[config.mk]
export PLATFORM = sky130hd
export DESIGN_NAME = cdc_mcp_scheduler
export DESIGN_NICKNAME = d
export VERILOG_FILES = /design/src/rtl/cdc_mcp_scheduler.sv
export SDC_FILE = /design/constraint.sdc
export NUM_CORES = 1
export LEC_CHECK = 0
export CORE_AREA = 2 2 50 52
export DETAILED_ROUTE_END_ITERATION = 10
export DIE_AREA = 0 0 52 54
export PLACE_DENSITY = 0.89
export REMOVE_ABC_BUFFERS = 1
export SLEW_MARGIN = 15
export SYNTH_ARGS = -nofsm -noshare
export SYNTH_HDL_FRONTEND = slang
export SYNTH_SLANG_ARGS = --single-unit
[constraint.sdc]
create_clock -name CLK_I -period 2.93 [get_ports CLK_I]
set_input_delay 0.4395 -clock CLK_I [delete_from_list [all_inputs] [get_ports CLK_I]]
set_output_delay 0.4395 -clock CLK_I [all_outputs]
set_load 0.005 [all_outputs]
[src/rtl/cdc_mcp_scheduler.sv]
// Round-robin front end for a multi-cycle-path toggle CDC channel: grants one requester at a time,
// pulses SYNC_O once and holds DATA_O until the crossing is done. Optional ACK mode: CDC_MCP_SCHED_ACK_EN.
module cdc_mcp_scheduler #(
    parameter int NUM_REQ     = 4,
    parameter int WIDTH       = 5,
    parameter int HOLD_CYCLES = 8,
    parameter int IDW         = $clog2(NUM_REQ)
) (
    input  logic                     CLK_I,
    input  logic                     RST_I,
    input  logic [NUM_REQ-1:0]       REQ_VALID_I,
    input  logic [NUM_REQ*WIDTH-1:0] REQ_DATA_I,
    output logic [NUM_REQ-1:0]       REQ_READY_O,
    output logic [WIDTH-1:0]         DATA_O,
    output logic                     SYNC_O,
    output logic [IDW-1:0]           SRC_ID_O,
    output logic                     BUSY_O
`ifdef CDC_MCP_SCHED_ACK_EN
    ,
    input  logic                     ACK_I
`endif
);

    // ST_HOLD is the fixed-length hold, or the wait for ACK_I in ACK mode
    typedef enum logic [1:0] {
        ST_IDLE,
        ST_ISSUE,
        ST_HOLD
    } state_t;

    state_t             state_q, state_d;
    logic [IDW-1:0]     last_grant_q, last_grant_d;
    logic [WIDTH-1:0]   data_q, data_d;
    logic [IDW-1:0]     src_id_q, src_id_d;
    logic               sync_q, sync_d;
    logic               busy_q, busy_d;

`ifndef CDC_MCP_SCHED_ACK_EN
    localparam int CW = $clog2(HOLD_CYCLES + 1);
    logic [CW-1:0]      cnt_q, cnt_d;
`endif

    logic [WIDTH-1:0]   req_data [NUM_REQ];
    logic [NUM_REQ-1:0] grant_onehot;
    logic               grant_vld;
    logic [IDW-1:0]     grant_idx;

    generate
        for (genvar gi = 0; gi < NUM_REQ; gi++) begin : g_req
            assign req_data[gi]     = REQ_DATA_I[gi*WIDTH +: WIDTH];
            assign grant_onehot[gi] = grant_vld && (grant_idx == IDW'(gi));
        end
    endgenerate

    // Search begins one past the last winner, wrapping at NUM_REQ
    always_comb begin
        int cand;
        grant_vld = 1'b0;
        grant_idx = '0;
        cand      = 0;
        for (int k = 0; k < NUM_REQ; k++) begin
            cand = int'(last_grant_q) + 1 + k;
            if (cand >= NUM_REQ) begin
                cand = cand - NUM_REQ;
            end
            if (!grant_vld && REQ_VALID_I[cand]) begin
                grant_vld = 1'b1;
                grant_idx = IDW'(cand);
            end
        end
    end

    always_comb begin
        state_d      = state_q;
        last_grant_d = last_grant_q;
        data_d       = data_q;
        src_id_d     = src_id_q;
        sync_d       = 1'b0;
`ifndef CDC_MCP_SCHED_ACK_EN
        cnt_d        = cnt_q;
`endif
        case (state_q)
            ST_IDLE: begin
                if (grant_vld) begin
                    data_d       = req_data[grant_idx];
                    src_id_d     = grant_idx;
                    last_grant_d = grant_idx;
                    sync_d       = 1'b1;
                    state_d      = ST_ISSUE;
                end
            end
            ST_ISSUE: begin
                state_d = ST_HOLD;
`ifndef CDC_MCP_SCHED_ACK_EN
                cnt_d   = CW'(HOLD_CYCLES - 1);
`endif
            end
            ST_HOLD: begin
`ifdef CDC_MCP_SCHED_ACK_EN
                if (ACK_I) begin
                    state_d = ST_IDLE;
                end
`else
                if (cnt_q == '0) begin
                    state_d = ST_IDLE;
                end else begin
                    cnt_d = cnt_q - CW'(1);
                end
`endif
            end
            default: state_d = ST_IDLE;
        endcase
        busy_d = (state_d != ST_IDLE);
    end

    always_ff @(posedge CLK_I) begin
        if (RST_I) begin
            state_q      <= ST_IDLE;
            last_grant_q <= IDW'(NUM_REQ - 1);
            data_q       <= '0;
            src_id_q     <= '0;
            sync_q       <= 1'b0;
            busy_q       <= 1'b0;
`ifndef CDC_MCP_SCHED_ACK_EN
            cnt_q        <= '0;
`endif
        end else begin
            state_q      <= state_d;
            last_grant_q <= last_grant_d;
            data_q       <= data_d;
            src_id_q     <= src_id_d;
            sync_q       <= sync_d;
            busy_q       <= busy_d;
`ifndef CDC_MCP_SCHED_ACK_EN
            cnt_q        <= cnt_d;
`endif
        end
    end

    assign REQ_READY_O = (state_q == ST_IDLE) ? grant_onehot : '0;
    assign DATA_O      = data_q;
    assign SRC_ID_O    = src_id_q;
    assign SYNC_O      = sync_q;
    assign BUSY_O      = busy_q;

endmodule

==> flow_summary.yaml <==
critical_path:
  setup.worst_path.start_class: "input pin"
  rr_worst_depth: 6
  cp.required_ns: 2.49
  arrival_ns: 2.27
  reg2reg_to: "DATA_O[0]$_SDFFE_PP0P_"
  crit_type: "input pin to output pin"
  rrSetupSlack_ns: 1.24
  worstReg2RegStart: "last_grant_q[1]$_SDFFE_PP1P_"
  path_max_fanout: 13
  crit_path_end_kind: "output pin"
synth:
  ys_warn_count: 0
  synth.distinct_cells: 33
  syn-instance-count: 115
  synth-seq-area-share_pct: 34.78
  synthesis.area_um2: 978.4
  ys_ff_latch: 17
  syn_area_per_cell_um2: 8.508
cells_and_area:
  diodes: 0
  multi_input_area_um2: 551.8
  area_delta_synth_final_pct: 43.48
  drive_gt1_share_pct: 7.097
  nets: 183
  final_cell_count_no_fill: 185
  regArea_um2: 340.3
  nFillCells: 207
timing:
  finalCritPeriodShare_pct: 92.35
  worstMarginPinSlew_ns: 0.6333
  min_period_ns: 2.706
  clock.fmax_mhz: 369.6
  finalHoldViolCount: 0
  slew-limit-headroom_pct: 57.40
  finalMaxSlewViolations: 0
  hold_ws_ns: 0.4773
  fin_skew_ns: 0.001936
  rsz0062_at_grt: "no"
  final.setup.tns_ns: 0
  setup_viol: 0
detailed_routing:
  drcViolationCount: 0
  firstDrtPassIters: 4
  viasPerCell: 5.276
  antenna_left: 0
  routedWlPerCell_um: 13.57
  drtIter0Drc: 7
  wirelength_mm: 2.511
  vias: 976
clock_tree:
  cts_inserted_buffers: 3
  clock_latency_ns: 0.28
  cts_max_level: 1
  path_clk_slew_ns: 0.09
  cts-resized-gates: 0
  numClockSinks: 17
  post_cts_buffers: 0
  ctsHoldBuffers: 0
  root_buffer: "clkbuf_4"
  tritoncts: "done"
  clock_path_buffers: 2
pwr:
  vdd_drop_max_mv: 0.3653
  p_per_area_nw_per_um2: 507.9
  p_leak_uw: 0.0005705
floorplanning:
  core_region_area_um2: 2320
  die_h_um: 54
  rows: 18
  initial_utilization_pct: 42.18
  pin_count: 39
  chipWidth_um: 52
  dieArea_um2: 2808
grt:
  track_usage_pct: 19.66
  antenna_found_initial: 0
  grt_max_degree: 18
  grt_pass1_vias: 992
  grt_pass1_wl_mm: 4.174
  grt_overflow: 0
placed_design:
  portBuffers: 38
  place.gp.congestion: 0.8477
  dp_cells: 181
  place_hpwl_mm: 2.035
worst_hold_path:
  hold_path_class: "flip-flop to flip-flop"
  hold_start: "SRC_ID_O[1]$_SDFFE_PP0P_"
  holdPathStages: 2
  whs_endpoint: "SRC_ID_O[1]$_SDFFE_PP0P_"
run:
  maxCapViolations: 0
outcome:
  outcome: "finished clean"
## layout make-up
| type | instances | share of cell area, % |
|---|---|---|
| Timing Repair Buffer | 42 | 29.23 |
| Inverter | 10 | 2.674 |
| Multi-Input combinational cell | 82 | 39.30 |
| Sequential cell | 17 | 24.24 |
| Tap cell | 30 | 2.674 |
| Clock buffer | 4 | 1.872 |
## worst max-delay path by stage
stage                   startpoint  slack, ns  cells after the start              to
finish              REQ_VALID_I[2]       0.22                      6  REQ_READY_O[0]
global route        REQ_VALID_I[3]       0.12                      6  REQ_READY_O[3]
CTS                 REQ_VALID_I[2]       0.20                      6  REQ_READY_O[0]
detailed placement  REQ_VALID_I[3]       0.22                      6  REQ_READY_O[3]
global placement    REQ_VALID_I[2]       0.26                      6  REQ_READY_O[0]
floorplan           REQ_VALID_I[1]       1.20                      5  REQ_READY_O[1]
## critical path: stages
cell and delay (ns):
clkdlybuf4s50_1 0.48, nor2b_1 0.23, o21ai_4 0.09, a21o_4 0.28, nor3_1 0.21, clkdlybuf4s50_1 0.53
## synth_stat cells
cell type,instances,area (µm²)
ha_1,1,12.51
a21o_1,1,7.510
nor3_1,3,15.01
dfxtp_1,17,340.3
nand3b_1,2,15.01
buf_2,2,10.01
clkbuf_1,2,7.510
a211oi_1,10,75.07
nand3_1,1,5.000
a211o_1,1,8.760
mux2i_1,8,80.08
and2_1,2,12.51
buf_12,1,20.02
a21oi_1,5,25.02
a21boi_0,1,7.510
o221ai_1,2,17.52
o21bai_1,4,30.03
nand4b_1,2,17.52
nor2_2,1,6.260
o22ai_2,1,12.51
a21o_4,1,15.01
o22a_1,1,8.760
nor2_1,13,48.80
buf_6,1,11.26
nor2b_1,3,18.77
o21ai_4,1,16.27
a31oi_1,3,18.77
nand2_1,7,26.28
o21ai_0,2,10.01
a311oi_1,1,8.760
inv_1,10,37.54
o21a_1,1,7.510
nand2b_1,4,25.02
## cell families after synthesis
family	share of synthesized area, %
muxes	8.184
and+or+nand+nor	19.44
AOI/OAI and AO/OA	27.49
DFF	34.78
buffers and inverters	8.824
adders and majority gates	1.279
## power breakdown
group / switching [µW] / leakage (µW) / internal, µW
combinational: 128 / 0.000414 / 164
sequential: 31.7 / 0.000141 / 268
clock: 68.7 / 0.0000150 / 52.9
total: 228 / 0.000571 / 485
## through the flow
step	power (µW)	utilization (%)	worst slack (ns)	instance area (µm²)
3_3_place_gp	581.8	59.39	0.2611	1378
5_1_grt	759.8	60.52	0.1193	1404
6_report	713.1	60.52	0.2241	1404
2_1_floorplan	446.0	-	1.203	929.6
4_1_cts	715.3	60.52	0.2024	1404
3_5_place_dp	595.0	59.39	0.2215	1378
## registers in the layout, summed over array words and instances (netlist names)
name / flops
SYNC_O: 1
state_q: 2
last_grant_q: 2
DATA_O: 5
BUSY_O: 1
cnt_q: 4
SRC_ID_O: 2
## layer usage
metal	vias to the layer above	wire, µm	part of all wire [%]	GRT usage, %
li1	488	-	-	-
met1	468	1023	41	20.88
met2	18	1387	55	39.45
met3	2	93	3.7	5.000
met4	0	6	0.24	2.632
met5	-	0	0	0
## cells in the final DEF (no fill, tap or decap), types with 2 or more instances in the layout
master / synthesis / layout
nor2_1: 13 / 13
clkdlybuf4s50_1: 0 / 38
clkbuf_4: 0 / 3
nor3_1: 3 / 3
mux2i_1: 8 / 8
a211oi_1: 10 / 10
o221ai_1: 2 / 2
a31oi_1: 3 / 3
nand4b_1: 2 / 2
nor2b_1: 3 / 3
a21oi_1: 5 / 5
nand2b_1: 4 / 4
dfxtp_1: 17 / 17
buf_4: 0 / 4
inv_1: 10 / 10
o21ai_0: 2 / 2
o21bai_1: 4 / 4
and2_1: 2 / 2
nand3b_1: 2 / 2
nand2_1: 7 / 7
Note: power is estimated with default switching activity, not from simulation.
